--- config.mk ---
export PLATFORM = sky130hd
export DESIGN_NAME = vga_display_driver_flat
export DESIGN_NICKNAME = d
export VERILOG_FILES = /design/src/rtl/vga_display_driver_if.sv /design/src/rtl/vga_display_driver.sv /design/src/flat_wrapper.sv
export SDC_FILE = /design/constraint.sdc
export NUM_CORES = 1
export LEC_CHECK = 0
export ABC_AREA = 0
export CORE_MARGIN = 8
export CORE_UTILIZATION = 44
export DETAILED_ROUTE_END_ITERATION = 7
export HOLD_SLACK_MARGIN = 0.15
export PLACE_DENSITY = 0.84
export SYNTH_ARGS = -nofsm -noshare
export SYNTH_HDL_FRONTEND = slang
export SYNTH_SLANG_ARGS = --single-unit
--- constraint.sdc ---
create_clock -name clk -period 2.5 [get_ports clk]
set_input_delay 0.5 -clock clk [delete_from_list [all_inputs] [get_ports clk]]
set_output_delay 0.5 -clock clk [all_outputs]
set_load 0.05 [all_outputs]
--- src/rtl/vga_display_driver_if.sv ---
`default_nettype none
// ============================================================================
// Module  : vga_display_driver_if
// Brief   : Timer, tile-memory and DAC signals of the tile display driver.
// Revision: 1.0 - initial release
// ============================================================================
interface vga_display_driver_if;
  logic [9:0]  x;
  logic [9:0]  y;
  logic        activevideo;
  logic        hsync_in;
  logic        vsync_in;
  logic [10:0] smem_addr;
  logic [3:0]  charcode;
  logic [11:0] bmem_addr;
  logic [11:0] bmem_color;
  logic [3:0]  red;
  logic [3:0]  green;
  logic [3:0]  blue;
  logic        hsync;
  logic        vsync;
  logic        frame_tick;
  logic [7:0]  frame_count;

  modport slave (
    input  x, y, activevideo, hsync_in, vsync_in, charcode, bmem_color,
    output smem_addr, bmem_addr, red, green, blue, hsync, vsync,
           frame_tick, frame_count
  );

  modport master (
    output x, y, activevideo, hsync_in, vsync_in, charcode, bmem_color,
    input  smem_addr, bmem_addr, red, green, blue, hsync, vsync,
           frame_tick, frame_count
  );
endinterface
`default_nettype wire

--- src/rtl/vga_display_driver.sv ---
`default_nettype none
// ============================================================================
// Module  : vga_display_driver
// Brief   : Two-stage 16x16 tile renderer (40x30 tiles) with frame counter.
// Revision: 1.0 - initial release
// ============================================================================
module vga_display_driver #(
  parameter int Nchars    = 16,
  parameter int smem_size = 1200,
  parameter int bmem_size = 4096
) (
  input  wire logic           clk,
  input  wire logic           reset,
  vga_display_driver_if.slave bus
);

  localparam int c_char_w  = $clog2(Nchars);
  localparam int c_smem_aw = $clog2(smem_size);
  localparam int c_bmem_aw = $clog2(bmem_size);

  logic [c_smem_aw-1:0] w_smem_addr;
  logic                 w_vs_fall;

  logic [c_smem_aw-1:0] r_smem_addr;
  logic [3:0]           r_xoff;
  logic [3:0]           r_yoff;
  logic                 r_active1;
  logic                 r_hs1;
  logic                 r_vs1;
  logic [11:0]          r_rgb;
  logic                 r_hsync;
  logic                 r_vsync;
  logic [1:0]           r_valid;
  logic                 r_frame_tick;
  logic [7:0]           r_frame_count;

  // row*40 = row*32 + row*8, kept at full address width
  assign w_smem_addr = {bus.y[9:4], 5'b0_0000}
                     + {2'b00, bus.y[9:4], 3'b000}
                     + {5'b0_0000, bus.x[9:4]};

  always_ff @(posedge clk or posedge reset) begin
    if (reset) begin
      r_smem_addr <= '0;
      r_xoff      <= 4'h0;
      r_yoff      <= 4'h0;
      r_active1   <= 1'b0;
      r_hs1       <= 1'b1;
      r_vs1       <= 1'b1;
    end else begin
      r_smem_addr <= bus.activevideo ? w_smem_addr : '0;
      r_xoff      <= bus.x[3:0];
      r_yoff      <= bus.y[3:0];
      r_active1   <= bus.activevideo;
      r_hs1       <= bus.hsync_in;
      r_vs1       <= bus.vsync_in;
    end
  end

  always_ff @(posedge clk or posedge reset) begin
    if (reset) begin
      r_rgb   <= 12'h000;
      r_hsync <= 1'b1;
      r_vsync <= 1'b1;
    end else begin
      r_rgb   <= r_active1 ? bus.bmem_color : 12'h000;
      r_hsync <= r_hs1;
      r_vsync <= r_vs1;
    end
  end

  // r_vsync holds the previous vs1; the edge only counts once both came from real inputs
  assign w_vs_fall = r_valid[1] & r_vsync & ~r_vs1;

  always_ff @(posedge clk or posedge reset) begin
    if (reset) begin
      r_valid       <= 2'b00;
      r_frame_tick  <= 1'b0;
      r_frame_count <= 8'h00;
    end else begin
      r_valid      <= {r_valid[0], 1'b1};
      r_frame_tick <= w_vs_fall;
      if (w_vs_fall) begin
        r_frame_count <= r_frame_count + 8'h01;
      end
    end
  end

  assign bus.smem_addr   = r_smem_addr;
  assign bus.bmem_addr   = {bus.charcode[c_char_w-1:0], r_yoff, r_xoff};
  assign bus.red         = r_rgb[11:8];
  assign bus.green       = r_rgb[7:4];
  assign bus.blue        = r_rgb[3:0];
  assign bus.hsync       = r_hsync;
  assign bus.vsync       = r_vsync;
  assign bus.frame_tick  = r_frame_tick;
  assign bus.frame_count = r_frame_count;

endmodule
`default_nettype wire

--- src/flat_wrapper.sv ---
// flat-port wrapper written by rule: the top's interface ports become plain ports
module vga_display_driver_flat 
#(
  parameter int Nchars    = 16,
  parameter int smem_size = 1200,
  parameter int bmem_size = 4096
)
  (clk, reset, bus_x, bus_y, bus_activevideo, bus_hsync_in, bus_vsync_in, bus_charcode, bus_bmem_color, bus_smem_addr, bus_bmem_addr, bus_red, bus_green, bus_blue, bus_hsync, bus_vsync, bus_frame_tick, bus_frame_count);
  vga_display_driver_if bus_i ();
  input  wire logic clk;
  input  wire logic reset;
  input wire logic [$bits(bus_i.x)-1:0] bus_x;
  input wire logic [$bits(bus_i.y)-1:0] bus_y;
  input wire logic [$bits(bus_i.activevideo)-1:0] bus_activevideo;
  input wire logic [$bits(bus_i.hsync_in)-1:0] bus_hsync_in;
  input wire logic [$bits(bus_i.vsync_in)-1:0] bus_vsync_in;
  input wire logic [$bits(bus_i.charcode)-1:0] bus_charcode;
  input wire logic [$bits(bus_i.bmem_color)-1:0] bus_bmem_color;
  output wire logic [$bits(bus_i.smem_addr)-1:0] bus_smem_addr;
  output wire logic [$bits(bus_i.bmem_addr)-1:0] bus_bmem_addr;
  output wire logic [$bits(bus_i.red)-1:0] bus_red;
  output wire logic [$bits(bus_i.green)-1:0] bus_green;
  output wire logic [$bits(bus_i.blue)-1:0] bus_blue;
  output wire logic [$bits(bus_i.hsync)-1:0] bus_hsync;
  output wire logic [$bits(bus_i.vsync)-1:0] bus_vsync;
  output wire logic [$bits(bus_i.frame_tick)-1:0] bus_frame_tick;
  output wire logic [$bits(bus_i.frame_count)-1:0] bus_frame_count;
  assign bus_i.x = bus_x;
  assign bus_i.y = bus_y;
  assign bus_i.activevideo = bus_activevideo;
  assign bus_i.hsync_in = bus_hsync_in;
  assign bus_i.vsync_in = bus_vsync_in;
  assign bus_i.charcode = bus_charcode;
  assign bus_i.bmem_color = bus_bmem_color;
  assign bus_smem_addr = bus_i.smem_addr;
  assign bus_bmem_addr = bus_i.bmem_addr;
  assign bus_red = bus_i.red;
  assign bus_green = bus_i.green;
  assign bus_blue = bus_i.blue;
  assign bus_hsync = bus_i.hsync;
  assign bus_vsync = bus_i.vsync;
  assign bus_frame_tick = bus_i.frame_tick;
  assign bus_frame_count = bus_i.frame_count;
  vga_display_driver #(.Nchars(Nchars), .smem_size(smem_size), .bmem_size(bmem_size)) u_core (.clk(clk), .reset(reset), .bus(bus_i));
endmodule
## Word-level counts from Yosys, hierarchy flattened

Cells that the tools add are included.

- Bitwise operators: 3
- Add/sub/neg operators: 3
- Multiplexer cells: 2

Operators by type and width:

| cell | count |
|---|---|
| $mux W12 | 1 |
| $add A11 B6 Y11 | 1 |
| $add A11 B9 Y11 | 1 |
| $mux W11 | 1 |
| $add A8 B1 Y8 const B | 1 |
| $and A1 B1 Y1 | 2 |
| $not A1 Y1 | 1 |

- Register bits: 47
- Output and inout port bits: 46
- Bits of input ports: 41
- Word-level logic and storage cells: 20

## Depth between registers and ports, before layout

Gate-level depths: netlist of the first run.

- Word-level depth: 3
- Depth in mapped cells: 7
- Depth with buffers taken out: 7

## Least setup slack after synthesis of the first run

OpenSTA, ideal clock, no wires.

- Path kind: input-to-reg
- Start: input port bus_y[4]
- End: register u_core.r_smem_addr[9], in the netlist u_core.bus.smem_addr[9]
- Stages on the path: 7
- Arrival: 2.097 ns
- Slack: 0.271 ns
- Required time: 2.368 ns
- Setup time: 0.132 ns
- Path buffers: 0
- Cells stage by stage: inv_1 > fa_1 > inv_1 > ha_1 > a211oi_2 > nor3_1 > or3b_1

- Word-level cells in the longest chain between the ends: 3

Ends and longest elaborated chain:

| element | line | text |
|---|---|---|
| start, declared | flat_wrapper.sv:13 | `input wire logic [$bits(bus_i.y)-1:0] bus_y;` |
| $add A11 B9 Y11 | vga_display_driver.sv:39 | `+ {2'b00, bus.y[9:4], 3'b000}` |
| $add A11 B6 Y11 | vga_display_driver.sv:40 | `+ {5'b0_0000, bus.x[9:4]};` |
| $mux W11 | vga_display_driver.sv:51 | `r_smem_addr <= bus.activevideo ? w_smem_addr : '0;` |
| end signal, assigned | vga_display_driver.sv:51 |  |
| end, declared | vga_display_driver.sv:24 | `logic [c_smem_aw-1:0] r_smem_addr;` |

Every way passes these cells.
A chain may end at the register's enable or synchronous reset.

## Final worst setup path of the first run

- Start: input port bus_x[9]
- End: register u_core.r_smem_addr[9], in the netlist u_core.bus.smem_addr[9]

- Word-level cells in the longest chain between the ends: 2

Ends and longest elaborated chain:

| element | line | text |
|---|---|---|
| start, declared | flat_wrapper.sv:12 | `input wire logic [$bits(bus_i.x)-1:0] bus_x;` |
| $add A11 B6 Y11 | vga_display_driver.sv:40 |  |
| $mux W11 | vga_display_driver.sv:51 |  |

Every way passes these cells.

==> results of run 1 <==
==> synthesized netlist by cell type (3+ instances only) <==
cell type,n
ha_1,12
xnor2_1,6
nand3_1,3
dfstp_2,4
nor2_1,4
dfrtp_1,43
and2_1,17
nand2_1,3
inv_1,9
buf_4,4
nand3b_1,3
==> placed cells by master (no fill, tap or decap), types with 2 or more instances in the layout <==
| cell type | Yosys | final |
|---|---|---|
| clkdlybuf4s50_1 | 0 | 76 |
| o311ai_0 | 2 | 2 |
| and3b_1 | 2 | 2 |
| xnor2_1 | 6 | 6 |
| clkbuf_8 | 0 | 5 |
| dlymetal6s2s_1 | 0 | 2 |
| buf_4 | 4 | 7 |
| nand4b_1 | 2 | 2 |
| dfrtp_1 | 43 | 43 |
| a211oi_1 | 2 | 2 |
| nand4_1 | 2 | 2 |
| dfstp_2 | 4 | 4 |
| and4_1 | 2 | 2 |
| nor2_1 | 4 | 4 |
| nand3_1 | 3 | 3 |
| o21ai_0 | 2 | 2 |
| inv_1 | 9 | 8 |
| ha_1 | 12 | 11 |
| nand3b_1 | 3 | 3 |
| and2_1 | 17 | 17 |
| clkinv_2 | 0 | 3 |
| nand2_1 | 3 | 3 |
==> worst register-to-register path: stages, from the launching register on <==
cell and delay [ns]:
dfstp_2 0.53, and3b_1 0.36, mux2_2 0.38
==> per-layer routing <==
metal | GRT usage | vias up | wire length, um
li1 | - | 655 | -
met3 | 0.0433 | 8 | 420
met1 | 0.151 | 641 | 1760
met5 | 0 | - | 0
met4 | 0.0526 | 0 | 71
met2 | 0.227 | 58 | 2130
==> kinds of logic (layout without fill, tap and decap cells) <==
logic type | Yosys count | after routing
simple gates | 45 | 45
fa+ha+maj | 14 | 14
xor+xnor | 7 | 7
compound gates | 14 | 14
flops | 47 | 47
buf+inv | 16 | 103
other cells | 1 | 1
mux | 1 | 1
==> sequential cells by signal, indices dropped and copies added (netlist names), 2 cells and up <==
register,count
u_core.r_rgb,12
u_core.bus.smem_addr,11
u_core.bus.frame_count,8
u_core.r_xoff,4
u_core.r_yoff,4
u_core.r_valid,2
==> power by group through the flow <==
stage | logic, uW | clock network (uW) | registers, uW
after floorplan | 174 | 0 | 1180
after global placement | 680 | 0 | 924
after detailed placement | 695 | 0 | 926
after CTS | 696 | 444 | 912
after global routing | 742 | 474 | 929
final | 701 | 427 | 910
==> final timing paths <==
kind	startpoint	to	slack, ns	depth (start not counted)
min	u_core.r_valid[0]	u_core.r_valid[1]	0.36	0
max	bus_x[9]	u_core.bus.smem_addr[9]	0.09	8
max in group asynchronous	reset	u_core.bus.vsync	1.67	3
max reg2reg	u_core.bus.vsync	u_core.bus.frame_count[1]	1.13	2
min reg2reg	u_core.r_valid[0]	u_core.r_valid[1]	0.36	0
min in group asynchronous	reset	u_core.bus.frame_count[7]	0.56	3
==> area by class of cell <==
class                           instances  area (um^2)
Multi-Input combinational cell         82          696
Fill cell                             323         1380
Clock buffer                            5         68.8
Tap cell                               52         65.1
Inverter                                9         33.8
Timing Repair Buffer                   86          858
Clock inverter                          3         15.0
Sequential cell                        47         1180
==> through the flow <==
stage	hold slack, ns	cell area (um^2)	setup WS (ns)	power, uW
after CTS	0.360	2890	0.0100	2050
after global placement	0.333	2800	-0.218	1600
final	0.359	2920	0.0922	2040
after detailed placement	0.340	2800	-0.298	1620
after floorplan	0.331	1930	0.271	1350
after global routing	0.365	2920	-0.00224	2140
==> impl_metrics.ini, run 1 <==
[run_status]
status = complete, no violations

[sta]
tightest_slew_ns = 0.531
relSlewSlack = 0.645
finClkSkew_ns = 0.00388
final.period_utilization = 0.963
final-setup-viol-count = 0
finalCriticalPeriod_ns = 2.41
fin_tns_setup_ns = 0
final-max-slew-violation-count = 0
hold_viol_final = 0
fmax_ghz = 0.415

[worst_setup_path]
criticalPathCategory = in -> reg
end_kind = flop
worstSetupStartpointType = primary input
crit_fanout = 3
path_buf_inv = 3
critPathArrivalTime_ns = 2.58
slowest_stage = fa_1
crit_path_cell_trace = clkdlybuf4s50_1 > inv_1 > fa_1 > inv_1 > ha_4 > a211oi_4 > nor3_2 > or3b_1
critPathRequiredTime_ns = 2.67
max_stage_delay_ns = 0.54
critical_path.most_common_cell = inv_1
crit_family = adder cells

[cts]
cts_buffers = 5
post_cts_buffers = 0
cts_tree = built
root_buffer = clkbuf_8
htreeDepth = 2
clock-sinks = 47
clkTransAtPathRegs_ns = 0.08
clock_latency_ns = 0.29
postCtsResizedCells = 0
clk_path_buf_depth = 2
cts_hold_buf = 0

[synth]
synth_xor_xnor_area_share = 0.0318
synth_nets = 200
synth_top_area_share = 0.558
synth_cells = 145
yosys-top-cells-area = dfrtp_1 (56%), ha_1 (7.8%), and2_1 (5.5%)
synthFlopType = dfrtp_1
synth_seq_cells = 47
syn_avg_cell_area_um2 = 13.3
synthArstFlopShare = 1.00
yosys_warnings = 0
synth-compound-area-share = 0.0597
yosysSeqAreaShare = 0.613
yosys.area_share.simple = 0.149
synth_top_area_cell = dfrtp_1
synth_edf_count = 0
yosys-mux-area-fraction = 0.00584
synth_top_family_by_area = simple AND/OR/NAND/NOR gates
synth_cell_types = 38
synth_area_um2 = 1930
synth_adder_area_share = 0.0987

[finish]
drive_above_1_share = 0.125
fin_cells = 284
final_core_util = 0.679
synthToLayoutAreaGrowth_pct = 51.4
nNetsFinal = 286
diodes = 0

[grt]
gr-total-overflow = 0
antenna_found_initial = 0
track_usage = 0.133
grt_pass1_wl_mm = 6.86
grt_pass1_vias = 1458
grt_max_degree = 48

[route]
num_vias = 1362
drt_iter0_markers = 61
drtAntennaViolNets = 0
wl_per_cell_um = 15.4
wirelength_mm = 4.38
viasPerCell = 4.80
drc_errors = 0
first_pass_iters = 6

[floorplanning]
core_area_um2 = 4290
ios = 87
rows = 24
dieWidth_um = 82.2
die_area_um2 = 6750
die_y_um = 82.2
start_util = 0.449

[pwr]
seqPwrFrac = 0.447
p_int_uw = 1310
netSwitchingFraction = 0.356
powerDensity_nw_per_um2 = 698
p_comb_frac = 0.344
vdd_drop_max_v = 0.000271
pwr-share-clk = 0.209
leakage_uw = 0.00131
switching_power_uw = 725

[placed_design]
gp_congestion = 0.814
portBuffers = 78
dp.cells = 276
dpl.hpwl_mm = 3.51

[job]
cap_viol_max_count = 0

[min_path]
min_path_type = reg -> reg
(Power assumes the default switching activity.)
==> inputs of run 2 (changes only) <==
--- a/config.mk
+++ b/config.mk
@@ -10,7 +10,7 @@
 export CORE_UTILIZATION = 44
 export DETAILED_ROUTE_END_ITERATION = 7
 export HOLD_SLACK_MARGIN = 0.15
-export PLACE_DENSITY = 0.84
+export PLACE_DENSITY = 0.86
 export SYNTH_ARGS = -nofsm -noshare
 export SYNTH_HDL_FRONTEND = slang
 export SYNTH_SLANG_ARGS = --single-unit
==> impl_metrics.ini, run 2 (same netlist as run 1, synthesis figures left out) <==
[pwr]
switching_power_uw = 740
vdd_drop_max_v = 0.000321
powerDensity_nw_per_um2 = 722
p_int_uw = 1380
pwr-share-clk = 0.232
p_comb_frac = 0.337
leakage_uw = 0.00130
netSwitchingFraction = 0.350
seqPwrFrac = 0.431

[finish]
layout_commonest_cell = clkdlybuf4s50_1
nNetsFinal = 288
final_core_util = 0.682
synthToLayoutAreaGrowth_pct = 52.1
diodes = 0
drive_above_1_share = 0.132
final_cell_mix = clkdlybuf4s50_1 (78), dfrtp_1 (43), and2_1 (17)
fin_cells = 286
regMostFlops = u_core.r_rgb
largest_reg_flops = 12

[route]
wl_per_cell_um = 16.1
drtAntennaViolNets = 0
num_vias = 1414
drt_iter0_markers = 28
wirelength_mm = 4.60
viasPerCell = 4.94
first_pass_iters = 2
drc_errors = 0

[sta]
tightest_slew_ns = 0.552
finalCriticalPeriod_ns = 2.39
fmax_ghz = 0.418
final-setup-viol-count = 0
final.period_utilization = 0.956
final-max-slew-violation-count = 0
rsz0062_at_grt = true
finClkSkew_ns = 0.0103
relSlewSlack = 0.631
hold_viol_final = 0

[worst_setup_path]
end_kind = flop
max_stage_delay_ns = 0.55
criticalPathCategory = in -> reg
slowest_stage = fa_1
critPathArrivalTime_ns = 2.56
crit_path_cell_trace = clkdlybuf4s50_1 > inv_1 > fa_1 > inv_2 > ha_4 > a211oi_4 > nor3_1 > or3b_1
critPathRequiredTime_ns = 2.67
crit_family = adder cells
worstSetupStartpointType = primary input
path_buf_inv = 3
crit_fanout = 3

[cts]
clock_latency_ns = 0.30
post_cts_buffers = 0
clock-sinks = 47
root_buffer = clkbuf_8
htreeDepth = 2
clk_path_buf_depth = 2
cts_buffers = 5
cts_tree = built
cts_hold_buf = 0
clkTransAtPathRegs_ns = 0.08

[placed_design]
dp.cells = 278
portBuffers = 78
gp_congestion = 0.814
dpl.hpwl_mm = 3.77

[floorplanning]
dieWidth_um = 82.2
die_y_um = 82.2
start_util = 0.449
core_area_um2 = 4290
die_area_um2 = 6750
rows = 24
ios = 87

[grt]
grt_pass1_vias = 1511
antenna_found_initial = 0
gr-total-overflow = 0
grt_pass1_wl_mm = 7.36
track_usage = 0.143
grt_max_degree = 20

[run_status]
status = complete, no violations

[job]
cap_viol_max_count = 0

[min_path]
min_path_type = reg -> reg
[run 2: power groups by stage]
stage	Clock, uW	Combinational [uW]	Sequential (uW)
detailed placement	0	704	927
CTS	504	706	912
floorplan	0	174	1180
global placement	0	685	921
finish	491	712	912
global route	541	758	925
[run 2: timing repair]
item | 4_1_cts | 5_1_grt
hold endpoints to repair | 0 | 0
resized for setup | 0 | 5
endpoints found under the setup margin | 0 | 3
[run 2: final timing paths]
| check | endpoint | from | slack, ns | cells past startpoint |
|---|---|---|---|---|
| setup / recovery | u_core.bus.smem_addr[9] | bus_y[6] | 0.11 | 8 |
| min in group asynchronous | u_core.r_xoff[2] | reset | 0.50 | 2 |
| hold / removal | u_core.r_valid[1] | u_core.r_valid[0] | 0.36 | 0 |
| setup reg to reg | u_core.bus.frame_count[1] | u_core.bus.vsync | 1.12 | 2 |
| hold reg to reg | u_core.r_valid[1] | u_core.r_valid[0] | 0.36 | 0 |
| max in group asynchronous | u_core.r_vs1 | reset | 1.42 | 3 |
[run 2: per-stage QoR]
stage / worst slack, ns / cell area [um^2] / hold slack, ns / setup TNS [ns] / total power, uW
after floorplan: 0.271 / 1930 / 0.331 / 0 / 1350
after global placement: -0.229 / 2800 / 0.332 / -0.685 / 1610
after detailed placement: -0.294 / 2800 / 0.336 / -0.992 / 1630
after CTS: 0.0349 / 2910 / 0.355 / 0 / 2120
after global routing: -0.00326 / 2930 / 0.364 / -0.00326 / 2220
final: 0.109 / 2930 / 0.356 / 0 / 2110
[run 2: layout make-up]
| class | count | area (um^2) |
|---|---|---|
| flip-flops and latches | 47 | 1180 |
| well taps | 52 | 65.1 |
| clock inverters | 1 | 7.51 |
| repair buffers | 88 | 856 |
| fillers | 321 | 1360 |
| multi-input cells | 82 | 691 |
| clock buffers | 7 | 96.3 |
| inverters | 9 | 33.8 |
[run 2: metal layers]
layer / up-vias / share of wire / track usage
li1: 663 / - / -
met1: 680 / 0.40 / 0.159
met2: 65 / 0.49 / 0.252
met3: 6 / 0.11 / 0.0476
met4: 0 / 0.013 / 0.0474
met5: - / 0 / 0
[run 2: worst register-to-register path, delay by kind of cell, from the launching register on]
| kind | cells | cell delay [ns] |
|---|---|---|
| AND/OR/NAND/NOR | 1 | 0.36 |
| flip-flops | 1 | 0.53 |
| multiplexers | 1 | 0.38 |
==> inputs of run 3 (changes only) <==
--- a/config.mk
+++ b/config.mk
@@ -9,7 +9,6 @@
 export CORE_MARGIN = 8
 export CORE_UTILIZATION = 44
 export DETAILED_ROUTE_END_ITERATION = 7
-export HOLD_SLACK_MARGIN = 0.15
 export PLACE_DENSITY = 0.86
 export SYNTH_ARGS = -nofsm -noshare
 export SYNTH_HDL_FRONTEND = slang
==> constraint.sdc (replaced) <==
create_clock -name clk -period 2.5 [get_ports clk]
set_input_delay 0.375 -clock clk [delete_from_list [all_inputs] [get_ports clk]]
set_output_delay 0.375 -clock clk [all_outputs]
set_load 0.05 [all_outputs]
==> impl_metrics.ini, run 3 (same netlist as run 1, synthesis figures left out) <==
[run_status]
status = complete, no violations

[placed_design]
gp_congestion = 0.811
dp.cells = 273
dpl.hpwl_mm = 3.69
portBuffers = 78

[sta]
relSlewSlack = 0.625
final-max-slew-violation-count = 0
holdWs_ns = 0.349
final-setup-viol-count = 0
finClkSkew_ns = 0.00702
hold_viol_final = 0
tightest_slew_ns = 0.560
final.period_utilization = 0.932
finalCriticalPeriod_ns = 2.33
rsz0062_at_grt = false
fmax_ghz = 0.429

[cts]
htreeDepth = 2
clock_latency_ns = 0.29
cts_tree = built
root_buffer = clkbuf_8
postCtsResizedCells = 0
cts_buffers = 5
clk_path_buf_depth = 2
cts_hold_buf = 0
clkTransAtPathRegs_ns = 0.08
post_cts_buffers = 0
clock-sinks = 47

[route]
drc_errors = 0
num_vias = 1349
viasPerCell = 4.80
wirelength_mm = 4.49
first_pass_iters = 2
wl_per_cell_um = 16.0
drtAntennaViolNets = 0
drt_iter0_markers = 30

[grt]
antenna_found_initial = 0
grt_pass1_vias = 1423
grt_pass1_wl_mm = 6.99
track_usage = 0.137
grt_max_degree = 22
gr-total-overflow = 0

[finish]
nNetsFinal = 283
final_core_util = 0.668
layout_commonest_cell = clkdlybuf4s50_1
drive_above_1_share = 0.100
largest_reg_flops = 12
synthToLayoutAreaGrowth_pct = 49.0
fin_cells = 281
diodes = 0
regMostFlops = u_core.r_rgb
final_cell_mix = clkdlybuf4s50_1 (78), dfrtp_1 (43), and2_1 (17)

[worst_setup_path]
end_kind = flop
worstSetupStartpointType = primary input
critPathArrivalTime_ns = 2.50
critPathRequiredTime_ns = 2.67
reg2reg_from = u_core.bus.vsync
crit_fanout = 3
ff2ff_setup_slack_ns = 1.13
worstRegToRegCells = 2
criticalPathCategory = in -> reg
cp-endpoint = u_core.bus.smem_addr[9]
startpoint = bus_y[4]
reg2reg_to = u_core.bus.frame_count[1]

[floorplanning]
dieWidth_um = 82.2
start_util = 0.449
rows = 24
ios = 87
die_y_um = 82.2
die_area_um2 = 6750
core_area_um2 = 4290

[pwr]
powerDensity_nw_per_um2 = 724
vdd_drop_max_v = 0.000279
leakage_uw = 0.00128

[min_path]
min_path_type = in -> async

[job]
cap_viol_max_count = 0
run 3: changes by cell type in the layout (fill, tap and decap cells not counted), sizes merged:
cell	previous run	this run
buf	10	5
run 3: critical path: stages:
cell and delay (ns):
clkdlybuf4s50_1 0.47, inv_1 0.06, fa_1 0.56, inv_1 0.05, ha_1 0.31, a211oi_2 0.24
nor3_1 0.09, or3b_1 0.34
run 3: final cells by class:
class	instances	area, um^2
multi-input cells	82	668
inverters	9	33.8
repair buffers	83	818
clock buffers	7	96.3
fillers	302	1420
clock inverters	1	7.51
well taps	52	65.1
flip-flops and latches	47	1180
run 3: report_power, final:
group	total [uW]	switching [uW]	internal (uW)
Clock	485	233	251
Sequential	909	68.9	840
Combinational	683	418	266
Total	2080	720	1360
run 3: stage by stage:
step	cell area, um^2	power [uW]	TNS (ns)	setup slack (ns)
floorplan	1930	1350	0	0.396
global placement	2770	1600	-0.193	-0.104
detailed placement	2770	1610	-0.374	-0.144
CTS	2870	2100	0	0.170
global route	2870	2170	0	0.0571
finish	2870	2080	0	0.169
run 3: how the worst min path moves through the flow:
| stage | start | end | slack (ns) | cells past startpoint |
|---|---|---|---|---|
| 2_1_floorplan | u_core.r_valid[0] | u_core.r_valid[1] | 0.33 | 0 |
| 3_3_place_gp | u_core.r_valid[0] | u_core.r_valid[1] | 0.33 | 0 |
| 3_5_place_dp | u_core.r_valid[0] | u_core.r_valid[1] | 0.35 | 0 |
| 4_1_cts | reset | u_core.r_yoff[1] | 0.35 | 2 |
| 5_1_grt | reset | u_core.r_yoff[1] | 0.37 | 2 |
| 6_report | reset | u_core.r_yoff[1] | 0.35 | 2 |
run 3: per-layer routing:
layer / vias to the layer above / GRT usage / part of all wire
li1: 652 / - / -
met1: 631 / 0.156 / 0.40
met2: 61 / 0.238 / 0.48
met3: 5 / 0.0487 / 0.11
met4: 0 / 0.0368 / 0.0098
met5: - / 0 / 0
